File: src/rtl/cc_pkg.sv
// Shared widths, state encoding and sort-entry layout for the streaming class-score calculator.
package cc_pkg;
  localparam int N_STU = 7;
  localparam int SW    = 4;
  localparam int SC_W  = SW + 1;
  localparam int ID_W  = 3;
  localparam int SUM_W = 8;
  localparam int THR_W = 6;
  localparam int XF_W  = 8;

  typedef enum logic [1:0] {IDLE, LOAD, CALC, OUT} state_t;

  typedef struct packed {
    logic [SC_W-1:0] score;
    logic [ID_W-1:0] id;
  } ent_t;
endpackage

File: src/rtl/cc_score_xform.sv
// Combinational scale/offset of one sorted score and its compare against the pass threshold.
// Negative scores are divided by k (truncating toward zero), non-negative ones multiplied by k.
module cc_score_xform
  import cc_pkg::*;
(
  input  logic        [SC_W-1:0]  score_i,
  input  logic        [1:0]       a_i,
  input  logic        [2:0]       b_i,
  input  logic        [THR_W-1:0] pass_i,
  output logic signed [XF_W-1:0]  xf_o,
  output logic                    pass_o
);
  logic signed [XF_W-1:0] s_ext, k_ext, b_ext, p_ext, scaled;

  always_comb begin
    s_ext  = {{(XF_W-SC_W){score_i[SC_W-1]}}, score_i};
    k_ext  = {{(XF_W-2){1'b0}}, a_i} + XF_W'(1);
    b_ext  = {{(XF_W-3){1'b0}}, b_i};
    p_ext  = {{(XF_W-THR_W){pass_i[THR_W-1]}}, pass_i};
    scaled = s_ext[XF_W-1] ? (s_ext / k_ext) : (s_ext * k_ext);
    xf_o   = scaled + b_ext;
    pass_o = (xf_o >= p_ext);
  end
endmodule

File: src/rtl/cc_stream.sv
// Serial 7-score frame: insertion-sort on load, 7-cycle pass count, 7-beat sorted ID stream.
// Results start 8 cycles after the last accepted beat; in_ready drops for CALC/OUT, no output stall.
module cc_stream
  import cc_pkg::*;
(
  input  logic            clk,
  input  logic            rst,
  input  logic            in_valid,
  output logic            in_ready,
  input  logic [SW-1:0]   in_score,
  input  logic [2:0]      opt,
  input  logic [1:0]      a,
  input  logic [2:0]      b,
  output logic            out_valid,
  output logic [ID_W-1:0] out_id,
  output logic [2:0]      out_count
);
  state_t                 state_q;
  ent_t [N_STU-1:0]       arr_q, base, ins;
  ent_t                   new_ent;
  logic [2:0]             cnt_q, fcnt_q, pos, tot;
  logic [2:0]             opt_q, b_q, op_eff;
  logic [1:0]             a_q;
  logic [THR_W-1:0]       pass_q, pass_d;
  logic signed [SUM_W-1:0] sum_q, sum_d, mean;
  logic [SC_W-1:0]        new_sc;
  logic                   out_valid_q;
  logic [ID_W-1:0]        out_id_q;
  logic [2:0]             out_count_q;
  logic signed [XF_W-1:0] xf;
  logic                   pass_flg;

  assign in_ready  = (state_q == IDLE) || (state_q == LOAD);
  assign out_valid = out_valid_q;
  assign out_id    = out_id_q;
  assign out_count = out_count_q;

  // Beat 0 arrives in IDLE, before opt is latched, so it uses the live inputs.
  always_comb begin
    op_eff        = (state_q == IDLE) ? opt : opt_q;
    new_sc        = op_eff[0] ? {in_score[SW-1], in_score} : {1'b0, in_score};
    new_ent.score = new_sc;
    new_ent.id    = cnt_q;
    base          = (state_q == IDLE) ? '0 : arr_q;
    sum_d         = ((state_q == IDLE) ? '0 : sum_q) + {{(SUM_W-SC_W){new_sc[SC_W-1]}}, new_sc};
    mean          = sum_d / 8'sd7;
    pass_d        = mean[THR_W-1:0] - {{(THR_W-2){1'b0}}, a_q};
    tot           = fcnt_q + {2'b0, pass_flg};
    // Equal scores count as "before" the newcomer in both directions, keeping ties in ID order.
    pos = '0;
    for (int i = 0; i < N_STU; i++) begin
      if (i < int'(cnt_q)) begin
        if (op_eff[1] ? ($signed(base[i].score) >= $signed(new_sc))
                      : ($signed(base[i].score) <= $signed(new_sc)))
          pos = pos + 3'd1;
      end
    end
    ins    = base;
    ins[0] = (pos == 3'd0) ? new_ent : base[0];
    for (int i = 1; i < N_STU; i++) begin
      if (3'(i) == pos)     ins[i] = new_ent;
      else if (3'(i) > pos) ins[i] = base[i-1];
    end
  end

  cc_score_xform u_xform (
    .score_i (arr_q[cnt_q].score),
    .a_i     (a_q),
    .b_i     (b_q),
    .pass_i  (pass_q),
    .xf_o    (xf),
    .pass_o  (pass_flg)
  );

  always_ff @(posedge clk) begin
    if (rst) begin
      state_q     <= IDLE;
      arr_q       <= '0;
      cnt_q       <= '0;
      fcnt_q      <= '0;
      sum_q       <= '0;
      pass_q      <= '0;
      opt_q       <= '0;
      a_q         <= '0;
      b_q         <= '0;
      out_valid_q <= 1'b0;
      out_id_q    <= '0;
      out_count_q <= '0;
    end else begin
      case (state_q)
        IDLE: if (in_valid) begin
          opt_q   <= opt;
          a_q     <= a;
          b_q     <= b;
          arr_q   <= ins;
          sum_q   <= sum_d;
          fcnt_q  <= '0;
          cnt_q   <= 3'd1;
          state_q <= LOAD;
        end
        LOAD: if (in_valid) begin
          arr_q <= ins;
          sum_q <= sum_d;
          if (cnt_q == 3'd6) begin
            pass_q  <= pass_d;
            cnt_q   <= '0;
            state_q <= CALC;
          end else begin
            cnt_q <= cnt_q + 3'd1;
          end
        end
        CALC: begin
          fcnt_q <= tot;
          if (cnt_q == 3'd6) begin
            out_count_q <= opt_q[2] ? (3'd7 - tot) : tot;
            out_valid_q <= 1'b1;
            out_id_q    <= arr_q[0].id;
            cnt_q       <= '0;
            state_q     <= OUT;
          end else begin
            cnt_q <= cnt_q + 3'd1;
          end
        end
        OUT: begin
          if (cnt_q == 3'd6) begin
            out_valid_q <= 1'b0;
            cnt_q       <= '0;
            state_q     <= IDLE;
          end else begin
            out_id_q <= arr_q[cnt_q + 3'd1].id;
            cnt_q    <= cnt_q + 3'd1;
          end
        end
        default: state_q <= IDLE;
      endcase
    end
  end

  // Transformed score stays within -8..67 for every legal score/a/b combination.
  assert property (@(posedge clk) disable iff (rst)
    (state_q == CALC) |-> (xf >= -8'sd8 && xf <= 8'sd67));
endmodule

File: config.mk
export PLATFORM = sky130hd
export DESIGN_NAME = cc_stream
export DESIGN_NICKNAME = d
export VERILOG_FILES = /design/src/rtl/cc_pkg.sv /design/src/rtl/cc_score_xform.sv /design/src/rtl/cc_stream.sv
export SDC_FILE = /design/constraint.sdc
export NUM_CORES = 1
export LEC_CHECK = 0
export CAP_MARGIN = 20
export CORE_ASPECT_RATIO = 0.5
export CORE_MARGIN = 2
export CORE_UTILIZATION = 60
export DETAILED_ROUTE_END_ITERATION = 12
export HOLD_SLACK_MARGIN = 0.02
export PLACE_DENSITY = 0.85
export SLEW_MARGIN = 20
export SYNTH_ARGS = -nofsm -noshare
export SYNTH_HDL_FRONTEND = slang
export SYNTH_SLANG_ARGS = --single-unit
File: constraint.sdc
create_clock -name clk -period 15.76 [get_ports clk]
set_input_delay 3.152 -clock clk [delete_from_list [all_inputs] [get_ports clk]]
set_output_delay 3.152 -clock clk [all_outputs]
set_load 0.01 [all_outputs]
==> results.py <==
metrics = {
    "timing": {
        "rsz0062_at_grt": "false",
        "finalCritPeriodShare_pct": 87.8,
        "finalSetupViolCount": 0,
        "period_needed_ns": 13.84,
        "tns_ns": 0,
        "final-hold-violation-count": 0,
        "finalMaxSlewViolations": 0,
        "worst_slew_pin_slew_ns": 1.07,
        "skew_ns": 0.00824,
        "timing.fmax_ghz": 0.0723,
        "relSlewSlack_pct": 26.7,
    },
    "die": {
        "die_area_mm2": 0.0183,
        "core_area_mm2": 0.0166,
        "num_rows": 33,
        "die_x_um": 190,
        "initial_utilization_pct": 62.2,
        "die_h_um": 96.8,
        "io_pins": 23,
    },
    "detailed_routing": {
        "viasPerCell": 6.67,
        "routed_wl_mm": 28.7,
        "top_layer": "met4",
        "wl_met1_mm": 12.5,
        "dr.pass1.iters": 6,
        "wl_per_cell_um": 18.8,
        "vias": 10200,
        "route.detailed.drc": 0,
        "wl_met2_mm": 13.2,
        "drt-initial-drc-count": 1186,
        "wl_met3_mm": 2.46,
        "antenna_left": 0,
    },
    "grt": {
        "grt_max_degree": 75,
        "grt_pass1_vias": 9920,
        "grt_antenna_before_repair": 0,
        "grt_pass1_wl_mm": 48.3,
        "grt_overflow": 0,
        "track_usage_pct": 31.4,
    },
    "power": {
        "powerDensity_mw_per_mm2": 200,
        "p_leak_nw": 4.24,
        "peakVddDrop_uv": 204,
        "p_total_w": 0.00220,
    },
    "synth": {
        "yosys-mux-area-fraction_pct": 8.32,
        "synth_fa_ha_area_share_pct": 15.1,
        "synthSimpleGateAreaFrac_pct": 24.1,
        "postSynth.asyncResetShare_pct": 0,
        "syn_inst": 1321,
        "synth_cell_types": 97,
        "synth_xor_xnor_area_share_pct": 5.15,
        "yosysSeqAreaShare_pct": 18.0,
        "synth_top_family_by_area": "simple AND/OR/NAND/NOR gates",
        "ys_warn_count": 0,
        "netlist_area_mm2": 0.0103,
        "synth_edf_count": 0,
        "avgSynthCellArea_um2": 7.82,
        "synth-main-ff-cell": "dfxtp_1",
        "ys_seq_elements": 93,
        "synth_compound_area_share_pct": 23.8,
    },
    "final_layout": {
        "final_common_cell": "nand2_1",
        "layout_common_cells": "nand2_1, ha_1, nor2_1",
        "area_growth_pct": 6.46,
        "drive_gt1_share_pct": 6.83,
        "diodes": 0,
        "fin_nets": 1433,
        "final_util_pct": 66.2,
    },
    "worst_setup_path": {
        "crit_path_top_delay_cell": "dfxtp_1",
        "rr_startpoint": "a_q[0]$_SDFFE_PP0P_",
        "path_common_cell": "ha_1",
        "crit_arrival_ns": 14.05,
        "reg2reg_to": "out_count[2]$_SDFFE_PP0P_",
        "reg2reg_depth": 60,
        "path_class": "reg2reg",
        "rrSetupSlack_ns": 1.92,
        "cp-end-kind": "flop",
        "critPathMaxStageDelay_ns": 0.71,
        "cp_data_required_time_ns": 15.97,
        "path_max_fanout": 15,
        "cp-start-kind": "flop",
    },
    "clock_network": {
        "cts_root_buffer": "clkbuf_16",
        "cts_tree": "built",
        "path_clk_slew_ns": 0.07,
        "cts_max_level": 3,
        "insertion_delay_ns": 0.35,
        "ctsHoldBuffers": 0,
        "post-cts-setup-buffer-count": 0,
        "cts_max_path_buffers": 2,
        "cts_sinks": 93,
        "cts.repair.resized": 0,
        "cts_made_buffers": 9,
    },
    "placement": {
        "gp_congestion": 0.947,
        "hpwl_mm": 20.5,
        "port-buffer-count": 22,
    },
    "min_path": {
        "min_path_cells": 2,
        "worstHoldEndpoint": "sum_q[1]$_SDFFE_PP0P_",
        "min_from": "sum_q[1]$_SDFFE_PP0P_",
        "hp-class": "reg2reg",
    },
    "outcome": {
        "status": "completed",
    },
    "run": {
        "maxCapViolations": 0,
    },
}
[flip-flops by register name, indices dropped and copies added (netlist names), 3 cells and up]
| signal | flops |
|---|---|
| arr_q | 56 |
| sum_q | 8 |
| pass_q | 6 |
| b_q | 3 |
| cnt_q | 3 |
| fcnt_q | 3 |
| opt_q | 3 |
| out_count | 3 |
| out_id | 3 |
[worst max-delay path by stage]
stage / start / slack, ns / end
6_report: a_q[0]$_SDFFE_PP0P_ / 1.92 / out_count[2]$_SDFFE_PP0P_
5_1_grt: a_q[0]$_SDFFE_PP0P_ / 0.96 / out_count[2]$_SDFFE_PP0P_
4_1_cts: a_q[0]$_SDFFE_PP0P_ / 2.01 / out_count[2]$_SDFFE_PP0P_
3_5_place_dp: a_q[0]$_SDFFE_PP0P_ / 2.15 / out_count[2]$_SDFFE_PP0P_
3_3_place_gp: a_q[0]$_SDFFE_PP0P_ / 2.72 / out_count[2]$_SDFFE_PP0P_
2_1_floorplan: a_q[0]$_SDFFE_PP0P_ / 3.72 / out_count[2]$_SDFFE_PP0P_
[worst max-delay path: cells and delay by family, from the launching register on]
family                   cells  cell delay [ns]
AND/OR/NAND/NOR             15             2.52
adder cells (fa/ha/maj)     13             3.88
buffers and inverters        3             0.55
AO/OA/AOI/OAI               20             3.96
multiplexers                 6             1.50
XOR/XNOR                     3             0.51
flip-flops                   1             0.71
[power breakdown]
| group | total, W | leakage (nW) | switching [W] | internal (W) |
|---|---|---|---|---|
| registers | 0.000301 | 0.757 | 0.0000314 | 0.000269 |
| clock network | 0.000228 | 0.150 | 0.000102 | 0.000126 |
| logic | 0.00167 | 3.34 | 0.00104 | 0.000626 |
| total | 0.00220 | 4.24 | 0.00118 | 0.00102 |
[through the flow]
stage                     instances  setup WS (ns)  hold WS (ns)  instance area (µm²)
after global placement         1514           2.72         0.438                10700
after CTS                      1530           2.01         0.453                11000
after floorplan                1323           3.72         0.432                10300
final                          1530           1.92         0.451                11000
after detailed placement       1514           2.15         0.444                10700
after global routing           1530          0.958         0.478                11000
[layout make-up]
type	count	area [µm²]
Multi-Input combinational cell	1081	7940
Fill cell	1350	5600
Sequential cell	93	1860
Timing Repair Buffer	35	313
Inverter	78	293
Tap cell	227	284
Clock buffer	9	225
Clock inverter	7	82.6
[layer usage]
metal | GRT usage, % | up-vias
li1 | - | 4807
met1 | 42.5 | 4833
met2 | 51.8 | 497
met3 | 4.79 | 62
met4 | 9.48 | 0
met5 | 0 | -
[cells by family (layout without fill, tap and decap cells)]
kind of cell	Yosys count	in the layout
muxes	74	74
and+or+nand+nor	490	490
buffers and inverters	149	129
other	1	3
xor gates and xnor gates	55	55
adders and majority gates	120	120
DFF	93	93
AOI/OAI and AO/OA	339	339
[cells in the mapped netlist, drive strengths merged (18+ instances only)]
master  number  area (µm²)
and3        18         113
nor3        46         240
dfxtp       93        1860
a211oi      29         250
nand3       57         290
inv         76         285
nor2b       54         338
xnor2       33         289
nand2      116         435
o21ai       57         300
mux2i       57         574
nor2       111         419
xor2        19         174
a21oi       70         350
o211ai      20         150
ha         112        1400
clkbuf      55         206
No activity file was read; power rests on OpenSTA's default activity.
